File: config.mk
export PLATFORM = sky130hd
export DESIGN_NAME = delay_line
export DESIGN_NICKNAME = d
export VERILOG_FILES = /design/src/rtl/delay_pkg.sv /design/src/rtl/delay_stage.sv /design/src/rtl/delay_line.sv
export SDC_FILE = /design/constraint.sdc
export NUM_CORES = 1
export LEC_CHECK = 0
export BUFFER_PORTS_ARGS = -buffer_cell sky130_fd_sc_hd__buf_2
export CAP_MARGIN = 20
export CELL_PAD_IN_SITES_DETAIL_PLACEMENT = 0
export CELL_PAD_IN_SITES_GLOBAL_PLACEMENT = 2
export CORE_MARGIN = 10
export CORE_UTILIZATION = 36
export DETAILED_ROUTE_END_ITERATION = 10
export PLACE_DENSITY_LB_ADDON = 0.1
export SYNTH_ARGS = -nofsm -noshare
export SYNTH_HDL_FRONTEND = slang
export SYNTH_SLANG_ARGS = --single-unit
export TNS_END_PERCENT = 100
File: constraint.sdc
create_clock -name clk -period 2.25 [get_ports clk]
set_clock_uncertainty 0.15 [all_clocks]
set_input_delay 0.3375 -clock clk [delete_from_list [all_inputs] [get_ports clk]]
set_output_delay 0.3375 -clock clk [all_outputs]
set_load 0.03 [all_outputs]
File: src/rtl/delay_pkg.sv
// delay_pkg: shared constants and helpers for the delay_line slice.
//   DEPTH_MAX      largest supported line depth
//   REG_WIDTH_DEF  default lane element width
//   VECTOR_DEF     default number of lanes per operand
//   clamp_dly()    maps a requested delay onto the legal range 1..depth
package delay_pkg;

    localparam int unsigned DEPTH_MAX     = 64;
    localparam int unsigned REG_WIDTH_DEF = 16;
    localparam int unsigned VECTOR_DEF    = 2;

    function automatic int unsigned clamp_dly(input int unsigned sel, input int unsigned depth);
        if (sel == 0) begin
            return 1;
        end else if (sel > depth) begin
            return depth;
        end else begin
            return sel;
        end
    endfunction

endpackage

File: src/rtl/delay_stage.sv
// delay_stage: one element of the delay line (valid bit plus A/B lane vectors).
//   clk      clock, rising edge
//   en_i     shift enable; stage holds when low
//   clr_i    synchronous clear of valid and data, wins over en_i
//   valid_i  incoming valid bit
//   a_i/b_i  incoming lane vectors
//   valid_o  stored valid bit
//   a_o/b_o  stored lane vectors
module delay_stage
    import delay_pkg::*;
#(
    parameter int unsigned REG_WIDTH = REG_WIDTH_DEF,
    parameter int unsigned VECTOR    = VECTOR_DEF
) (
    input  logic                 clk,
    input  logic                 en_i,
    input  logic                 clr_i,
    input  logic                 valid_i,
    input  logic [REG_WIDTH-1:0] a_i [VECTOR],
    input  logic [REG_WIDTH-1:0] b_i [VECTOR],
    output logic                 valid_o,
    output logic [REG_WIDTH-1:0] a_o [VECTOR],
    output logic [REG_WIDTH-1:0] b_o [VECTOR]
);

    logic                 valid_q, valid_d;
    logic [REG_WIDTH-1:0] a_q [VECTOR];
    logic [REG_WIDTH-1:0] a_d [VECTOR];
    logic [REG_WIDTH-1:0] b_q [VECTOR];
    logic [REG_WIDTH-1:0] b_d [VECTOR];

    always_comb begin
        valid_d = valid_q;
        a_d     = a_q;
        b_d     = b_q;
        if (clr_i) begin
            valid_d = 1'b0;
            a_d     = '{default: '0};
            b_d     = '{default: '0};
        end else if (en_i) begin
            valid_d = valid_i;
            // Invalid slots carry zero data so the output needs no extra masking downstream.
            for (int l = 0; l < VECTOR; l++) begin
                a_d[l] = valid_i ? a_i[l] : '0;
                b_d[l] = valid_i ? b_i[l] : '0;
            end
        end
    end

    always_ff @(posedge clk) begin
        valid_q <= valid_d;
        a_q     <= a_d;
        b_q     <= b_d;
    end

    assign valid_o = valid_q;
    assign a_o     = a_q;
    assign b_o     = b_q;

endmodule

File: src/rtl/delay_line.sv
// delay_line: DEPTH-stage operand delay line with a selectable output tap.
//   clk        clock, rising edge
//   rst        synchronous active-high reset
//   in_valid   a_n_1/b_n_1 carry a sample this cycle
//   a_n_1      operand A sample (VECTOR lanes)
//   b_n_1      operand B sample (VECTOR lanes)
//   dly_sel    requested delay; 0 acts as 1, values above DEPTH act as DEPTH
//   stall      freezes stages, tap selection and prime counter
//   flush      drops every in-flight sample
//   a_n, b_n   delayed operands, zero when out_valid is low
//   out_valid  tap stage holds a valid sample
//   primed     the line has shifted at least eff_dly times since reset/flush
module delay_line
    import delay_pkg::*;
#(
    parameter int unsigned REG_WIDTH = REG_WIDTH_DEF,
    parameter int unsigned VECTOR    = VECTOR_DEF,
    parameter int unsigned DEPTH     = 8
) (
    input  logic                       clk,
    input  logic                       rst,
    input  logic                       in_valid,
    input  logic [REG_WIDTH-1:0]       a_n_1 [VECTOR],
    input  logic [REG_WIDTH-1:0]       b_n_1 [VECTOR],
    input  logic [$clog2(DEPTH+1)-1:0] dly_sel,
    input  logic                       stall,
    input  logic                       flush,
    output logic [REG_WIDTH-1:0]       a_n [VECTOR],
    output logic [REG_WIDTH-1:0]       b_n [VECTOR],
    output logic                       out_valid,
    output logic                       primed
);

    localparam int unsigned SEL_W = $clog2(DEPTH + 1);

    logic                 clr;
    logic                 shift_en;
    logic                 st_v [DEPTH];
    logic [REG_WIDTH-1:0] st_a [DEPTH][VECTOR];
    logic [REG_WIDTH-1:0] st_b [DEPTH][VECTOR];

    logic [SEL_W-1:0]     eff_q, eff_d;
    logic [SEL_W-1:0]     cnt_q, cnt_d;
    logic [SEL_W-1:0]     tap_idx;
    logic                 tap_v;
    logic [REG_WIDTH-1:0] tap_a [VECTOR];
    logic [REG_WIDTH-1:0] tap_b [VECTOR];

    assign clr      = rst | flush;
    assign shift_en = ~stall;

    for (genvar i = 0; i < DEPTH; i++) begin : g_stage
        if (i == 0) begin : g_head
            delay_stage #(
                .REG_WIDTH (REG_WIDTH),
                .VECTOR    (VECTOR)
            ) u_stage (
                .clk     (clk),
                .en_i    (shift_en),
                .clr_i   (clr),
                .valid_i (in_valid),
                .a_i     (a_n_1),
                .b_i     (b_n_1),
                .valid_o (st_v[i]),
                .a_o     (st_a[i]),
                .b_o     (st_b[i])
            );
        end else begin : g_body
            delay_stage #(
                .REG_WIDTH (REG_WIDTH),
                .VECTOR    (VECTOR)
            ) u_stage (
                .clk     (clk),
                .en_i    (shift_en),
                .clr_i   (clr),
                .valid_i (st_v[i-1]),
                .a_i     (st_a[i-1]),
                .b_i     (st_b[i-1]),
                .valid_o (st_v[i]),
                .a_o     (st_a[i]),
                .b_o     (st_b[i])
            );
        end
    end

    // The tap selection is registered so the outputs depend only on flops;
    // a new dly_sel moves the tap from the next edge, and a stall freezes it.
    always_comb begin
        eff_d = eff_q;
        if (clr || shift_en) begin
            eff_d = SEL_W'(clamp_dly(32'(dly_sel), DEPTH));
        end
    end

    always_comb begin
        cnt_d = cnt_q;
        if (clr) begin
            cnt_d = '0;
        end else if (shift_en && (cnt_q != SEL_W'(DEPTH))) begin
            cnt_d = cnt_q + SEL_W'(1);
        end
    end

    always_ff @(posedge clk) begin
        eff_q <= eff_d;
        cnt_q <= cnt_d;
    end

    assign primed  = (cnt_q >= eff_q);
    assign tap_idx = eff_q - SEL_W'(1);

    always_comb begin
        tap_v = 1'b0;
        tap_a = '{default: '0};
        tap_b = '{default: '0};
        for (int i = 0; i < DEPTH; i++) begin
            if (SEL_W'(i) == tap_idx) begin
                tap_v = st_v[i];
                tap_a = st_a[i];
                tap_b = st_b[i];
            end
        end
    end

    assign out_valid = tap_v;

    always_comb begin
        for (int l = 0; l < VECTOR; l++) begin
            a_n[l] = tap_v ? tap_a[l] : '0;
            b_n[l] = tap_v ? tap_b[l] : '0;
        end
    end

endmodule

==> impl_metrics.csv, run 1 <==
group,metric,value,unit
sta,max_freq,0.303,GHz
global_route,track_usage,21.9,%
sta,drv_slew,0,
run_status,violations,"negative setup slack",
pwr,powerDensity,716,mW/mm2
routing,firstDrtPassIters,5,
routing,wl_per_cell,25.4,um
synthesis,avgSynthCellArea,10.6,um2
routing,routed_wirelength,80900,um
sta,worst_slew_pin_slew,677,ps
placed_design,post-dp-hpwl,53100,um
worst_setup_path,worstPathCellList,"buf_12 -> buf_12 -> buf_6 -> nand2_4 -> buf_6 -> a21oi_4 -> buf_12 -> nor2_4 -> buf_12 -> a22oi_2 -> buf_6",
sta,fin_setup_tns,-64470,ps
cells_and_area,fillCellCount,5460,
cells_and_area,fin_cells,3178,
sta,rsz0062_at_grt,"true",
floorplanning,rows,89,
cts,clk_latency,630,ps
global_route,grt_start_max_net_pins,108,
global_route,grt_pass1_vias,17300,
floorplanning,die_h,265,um
cts,cts_tree,"yes",
synthesis,ys_seq_area_share,49.1,%
synthesis,synth_fp_nets,2125,
worst_setup_path,slowest_stage,"edfxtp_1",
sta,relSlewSlack,54.7,%
cts,clkTransAtPathRegs,60,ps
pwr,ir_drop,0.000579,V
floorplanning,core-area,0.0592,mm2
worst_setup_path,path_max_fanout,7,
run_status,status,"finished, violations left",
cts,clockRootBuffer,"clkbuf_16",
worst_setup_path,crit_family,"buffers and inverters",
worst_setup_path,path_buf_inv,7,
sta,hold_viol,0,
cells_and_area,antennaDiodeCount,0,
flow_run,drv_cap,0,
routing,ant_nets,0,
placed_design,portBuffers,138,
worst_setup_path,timing.critical_path.to_type,"output port",
worst_hold_path,hold_class,"in2reg",
global_route,antenna_found_initial,0,
floorplanning,start_util,36.4,%
floorplanning,fp.dieW,265,um
pwr,power_leakage,11.1,nW
cells_and_area,synthToLayoutAreaGrowth,34.9,%
worst_setup_path,r2r_slack,170,ps
worst_setup_path,arrival,2810,ps
routing,drt_iter0_drc,1729,
cells_and_area,finalNetCount,2442,
placed_design,dp.cells,2968,
synthesis,syn_area,0.0216,mm2
synthesis,synth-seq-cells,528,
cells_and_area,final_util,49.2,%
synthesis,synth_cell_types,49,
cts,cts_buffers,58,
cts,h-tree-depth,2,
pwr,power.total,20.8,mW
sta,setup_slack,-1050,ps
routing,via_per_inst,5.78,
sta,fin_crit,3300,ps
worst_setup_path,start_kind,"register",
worst_setup_path,worstPathRequired,1760,ps
synthesis,ys_warn_count,0,
cells_and_area,drive_gt1_share,29.4,%
worst_setup_path,crit_top_cell,"buf_12",
placed_design,place_congestion,0.822,
floorplanning,ioPinCount,139,
floorplanning,die_area,0.0702,mm2
sta,finalCritPeriodShare,146,%
synthesis,postSynthCellCount,2046,
sta,fin_hold_ws,129,ps
cts,cts_buffer_depth,3,
cts,cts.sinks,528,
sta,finalSetupViolations,66,
global_route,overflow,0,
routing,drc,0,
global_route,grt_pass1_wl,119000,um
routing,vias,18400,
worst_setup_path,worstSetupPathType,"reg2out",
worst_setup_path,crit_path_max_incr_delay,450,ps
-- cell usage after synthesis, drive strengths merged --
| cell type | n | area (um2) |
|---|---|---|
| o22ai | 18 | 113 |
| o21bai | 16 | 120 |
| nor2 | 56 | 210 |
| a22o | 512 | 4480 |
| xor2 | 1 | 8.76 |
| o2bb2ai | 26 | 228 |
| edfxtp | 4 | 120 |
| clkinv | 1 | 3.75 |
| a22oi | 90 | 921 |
| a221o | 25 | 250 |
| and3b | 17 | 149 |
| dfxtp | 524 | 10500 |
| mux2i | 42 | 420 |
| nand3b | 17 | 131 |
| xnor2 | 1 | 8.76 |
| nand3 | 25 | 125 |
| o211a | 1 | 10.0 |
| mux2 | 26 | 293 |
| a21o | 14 | 105 |
| clkbuf | 114 | 428 |
| nor2b | 29 | 181 |
| and3 | 1 | 6.26 |
| buf | 115 | 669 |
| a2bb2oi | 1 | 8.76 |
| and2 | 12 | 75.1 |
| a21oi | 149 | 749 |
| or4 | 3 | 22.5 |
| a31oi | 1 | 6.26 |
| nor3 | 8 | 40.0 |
| nor4 | 33 | 221 |
| nor4b | 1 | 8.76 |
| nand2 | 30 | 113 |
| o211ai | 20 | 150 |
| o21ai | 13 | 65.1 |
| nand2b | 35 | 219 |
| ha | 6 | 75.1 |
| inv | 31 | 116 |
| or2 | 3 | 18.8 |
| o221ai | 25 | 225 |
-- cell families (layout without fill, tap and decap cells) --
logic type / count (synthesis) / after routing / share of synthesized area [%]
AOI/OAI and AO/OA: 911 / 911 / 34.4
xor gates and xnor gates: 2 / 2 / 0.0811
adders and majority gates: 6 / 6 / 0.348
buffers and inverters: 261 / 620 / 5.64
DFF: 528 / 528 / 49.1
muxes: 68 / 68 / 3.30
and+or+nand+nor: 270 / 270 / 7.05
-- layer usage --
layer | track usage [%] | up-vias | routed length (um)
met1 | 36.6 | 9152 | 43800
met4 | 3.94 | 0 | 1160
met3 | 3.56 | 74 | 5050
li1 | - | 8578 | -
met5 | 0 | - | 0
met2 | 27.8 | 573 | 30800
-- path summary, 6_finish.rpt --
check                                           end                               from  depth (start not counted)
setup / recovery                             a_n[7]                           eff_q[0]                         11
hold / removal    g_stage[0].g_head.u_stage.valid_o                                rst                          4
setup reg to reg                           cnt_q[2]                           cnt_q[0]                          6
hold reg to reg   g_stage[7].g_body.u_stage.a_o[27]  g_stage[7].g_body.u_stage.a_o[27]                          1
-- sequential cells by signal, indices dropped and copies added, names as in the netlist --
name and flops:
eff_q 4, g_stage.g_head.u_stage.b_o 32, g_stage.g_body.u_stage.a_o 224, cnt_q 4
g_stage.g_body.u_stage.b_o 224, g_stage.g_body.u_stage.valid_o 7, g_stage.g_head.u_stage.valid_o 1, g_stage.g_head.u_stage.a_o 32
-- worst min-delay path: stages --
cell and delay (ps):
buf_2 80, nor2_1 40, and2_4 220, a21o_1 190
-- layout make-up --
cell class	instances	area (um2)	area share [%]
multi-input cells	1257	10600	36.2
clock buffers	91	1670	5.72
inverters	32	128	0.438
clock inverters	11	124	0.425
repair buffers	486	5080	17.4
well taps	773	967	3.32
flip-flops and latches	528	10600	36.4
-- power breakdown --
part,internal (mW),total (mW),switching [mW]
Clock,5.27,9.16,3.90
Combinational,0.959,2.25,1.30
Sequential,9.39,9.43,0.0348
-- placed cells by master (no fill, tap or decap), types with 25 or more instances in the layout --
cell / n
clkbuf_16: 68
nor2_1: 41
buf_4: 175
mux2i_1: 42
nand2_1: 28
buf_12: 65
inv_1: 29
dlygate4sd3_1: 72
buf_6: 77
nand2b_1: 32
mux2_2: 25
a22oi_2: 69
dfxtp_1: 524
a21oi_1: 134
nor2b_1: 26
a22o_1: 512
buf_2: 76
-- repair_timing --
item                       CTS  global route
pin swaps                   35            33
setup buffers               15            12
gates cloned                 5            10
hold buffers                72             0
hold endpoints to repair    72             0
resized for setup          227            82
setup endpoints to repair   66            66
-- metrics by stage --
| step | area [um2] | setup slack, ps |
|---|---|---|
| 3_3_place_gp | 24800 | -623 |
| 5_1_grt | 29100 | -1110 |
| 4_1_cts | 28500 | -1040 |
| 2_1_floorplan | 21700 | -155 |
| 6_report | 29100 | -1050 |
| 3_5_place_dp | 24800 | -593 |
Note: power is estimated with default switching activity, not from simulation.
==> run 2: changes to the inputs <==
- ABC_AREA: not set -> 1
- CORE_UTILIZATION: 36 -> 32
==> impl_metrics.csv, run 2 <==
group,metric,value,unit
routing,routed_wirelength,83600,um
floorplanning,ioPinCount,139,
pwr,power.total,20.1,mW
sta,max_freq,0.310,GHz
synthesis,synth_top_family_by_area,"compound AO/OA/AOI/OAI gates",
sta,finalCritPeriodShare,143,%
synthesis,ys_seq_area_share,50.3,%
sta,setup_slack,-978,ps
synthesis,synth-seq-cells,528,
synthesis,synth_fp_nets,2869,
synthesis,synth_top_cell_area_share,49.8,%
global_route,grt_start_max_net_pins,88,
cts,cts_tree,"yes",
cells_and_area,drive_gt1_share,23.5,%
synthesis,ys_async_sr_fraction,0,%
synthesis,synthTopCellsByArea,"dfxtp_1, o22ai_1, inv_1, nand2_1, nor2_1",
cells_and_area,synthToLayoutAreaGrowth,40.9,%
cells_and_area,finalNetCount,3219,
floorplanning,die_area,0.0766,mm2
synthesis,synth-simple-area-share,15.5,%
synthesis,synth_ff_type,"dfxtp_1",
worst_setup_path,r2r_cells,7,
cts,h-tree-depth,2,
sta,drv_slew,0,
worst_setup_path,path_max_fanout,11,
cts,cts.sinks,528,
worst_setup_path,regToRegEndpoint,"cnt_q[3]",
floorplanning,core-area,0.0655,mm2
global_route,overflow,0,
pwr,power_leakage,11.1,nW
synthesis,yosys.area.top_type,"dfxtp_1",
flow_run,drv_cap,0,
synthesis,yosys-top-cells-count,"inv_1, dfxtp_1, o22ai_1, nand2_1, nor2_1",
cts,cts_buffers,58,
synthesis,synth_fa_ha_area_share,0.356,%
routing,wl_per_cell,20.7,um
synthesis,avgSynthCellArea,7.56,um2
cts,clockRootBuffer,"clkbuf_16",
worst_setup_path,arrival,2740,ps
worst_setup_path,startpoint,"eff_q[3]",
placed_design,portBuffers,138,
synthesis,syn_area,0.0211,mm2
sta,finalSetupViolations,66,
routing,firstDrtPassIters,5,
worst_setup_path,worstSetupPathType,"reg2out",
worst_setup_path,timing.critical_path.to_type,"output port",
floorplanning,fp.dieW,277,um
synthesis,synthXorXnorAreaFrac,0.0415,%
global_route,antenna_found_initial,2,
pwr,ir_drop,0.000548,V
floorplanning,rows,94,
cells_and_area,final_common_cell,"inv_1",
worst_setup_path,cp-endpoint,"a_n[8]",
run_status,status,"finished, violations left",
synthesis,muxShareOfSynthArea,0,%
worst_hold_path,hold_class,"in2reg",
floorplanning,start_util,32.2,%
cts,clkTransAtPathRegs,60,ps
sta,relSlewSlack,67.0,%
routing,vias,19600,
synthesis,postSynthCellCount,2790,
floorplanning,die_h,277,um
synthesis,synth-compound-area-share,18.6,%
synthesis,ys_warn_count,0,
routing,drt_iter0_drc,1412,
run_status,violations,"negative setup slack",
routing,drc,0,
placed_design,post-dp-hpwl,52900,um
placed_design,place_congestion,0.809,
routing,ant_nets,0,
pwr,powerDensity,676,mW/mm2
sta,hold_viol,0,
synthesis,synth_cell_types,31,
cts,clk_latency,620,ps
sta,worst_slew_pin_slew,494,ps
sta,fin_crit,3230,ps
routing,via_per_inst,4.84,
worst_setup_path,regToRegStartpoint,"cnt_q[1]",
global_route,track_usage,20.6,%
global_route,grt_pass1_wl,122000,um
worst_setup_path,worstPathRequired,1760,ps
cells_and_area,most-common-layout-cells,"inv_1, dfxtp_1, o22ai_1",
worst_setup_path,start_kind,"register",
sta,fin_hold_ws,63.3,ps
global_route,grt_pass1_vias,18200,
synthesis,synth_most_common_cell,"inv_1",
synthesis,synth_edf_count,4,
cts,cts_buffer_depth,3,
worst_setup_path,r2r_slack,610,ps
sta,rsz0062_at_grt,"true",
-- run 2: cell count changes after synthesis, moves of 49 or more --
cell | before | now
inv_1 | 31 | 643
a22o_1 | 512 | 0
o22ai_1 | 18 | 498
nand2_1 | 30 | 424
nor2_1 | 56 | 189
a21oi_1 | 148 | 23
o21ai_0 | 13 | 92
nand4_1 | 0 | 66
buf_2 | 94 | 42
nand3_1 | 25 | 76
a22oi_2 | 49 | 0
-- run 2: stage by stage --
step           setup WS (ps)  instances  instance area [um2]  TNS (ps)  util [%]
2_1_floorplan          -89.0       2790                21300      -758         -
3_3_place_gp            -514       3806                24500    -24150      37.4
3_5_place_dp            -605       3806                24500    -27500      37.4
4_1_cts                -1000       4019                28800    -59890      44.0
5_1_grt                -1090       4040                29700    -64650      45.4
6_report                -978       4040                29700    -58220      45.4
-- run 2: layout make-up --
cell class	instances	area (um2)
sequential	528	10600
clock buffer	90	1680
clock inverter	5	32.5
fill	6553	35800
antenna	1	2.50
tap	864	1080
inverter	652	2490
multi-input combinational	1428	8550
timing repair buffer	472	5250
-- run 2: per-layer routing --
metal	part of all wire (%)	track usage (%)
met1	53	33.0
met2	40	28.3
met3	5.6	2.66
met4	1.3	4.06
met5	0	0
-- run 2: logic make-up after synthesis --
| family | count (synthesis) |
|---|---|
| AOI/OAI and AO/OA | 646 |
| xor gates and xnor gates | 1 |
| adders and majority gates | 6 |
| buffers and inverters | 834 |
| DFF | 528 |
| and+or+nand+nor | 775 |
-- run 2: how the worst min path moves through the flow --
stage,from,to,slack (ps),depth (start not counted)
floorplan,g_stage[7].g_body.u_stage.valid_o,g_stage[7].g_body.u_stage.valid_o,300,2
global placement,g_stage[7].g_body.u_stage.a_o[2],g_stage[7].g_body.u_stage.a_o[2],310,2
detailed placement,g_stage[7].g_body.u_stage.b_o[13],g_stage[7].g_body.u_stage.b_o[13],320,2
CTS,rst,g_stage[3].g_body.u_stage.valid_o,30,5
global route,flush,g_stage[6].g_body.u_stage.valid_o,50,5
finish,rst,g_stage[3].g_body.u_stage.valid_o,60,5
-- run 2: critical path, stage by stage (launching register included) --
cell and delay, ps:
edfxtp_1 360, inv_2 80, buf_6 120, nand4_1 100, buf_6 160, clkinv_8 110
buf_16 180, nand2_1 60, o211ai_1 140, nor2_1 250, nand4_1 200, o21ai_4 150
inv_2 50, buf_6 130
-- run 2: repair_timing --
action / CTS / global route
endpoints found under the hold margin: 68 / 0
gates resized for setup: 338 / 147
hold buffers: 68 / 0
setup endpoints to repair: 66 / 66
gates cloned: 20 / 10
buffers inserted: 34 / 19
pin swaps: 67 / 112
-- run 2: report_power, final --
group | internal (mW) | switching (mW)
combinational | 0.742 | 0.997
clock | 5.06 | 3.86
sequential | 9.40 | 0.0195
total | 15.2 | 4.88
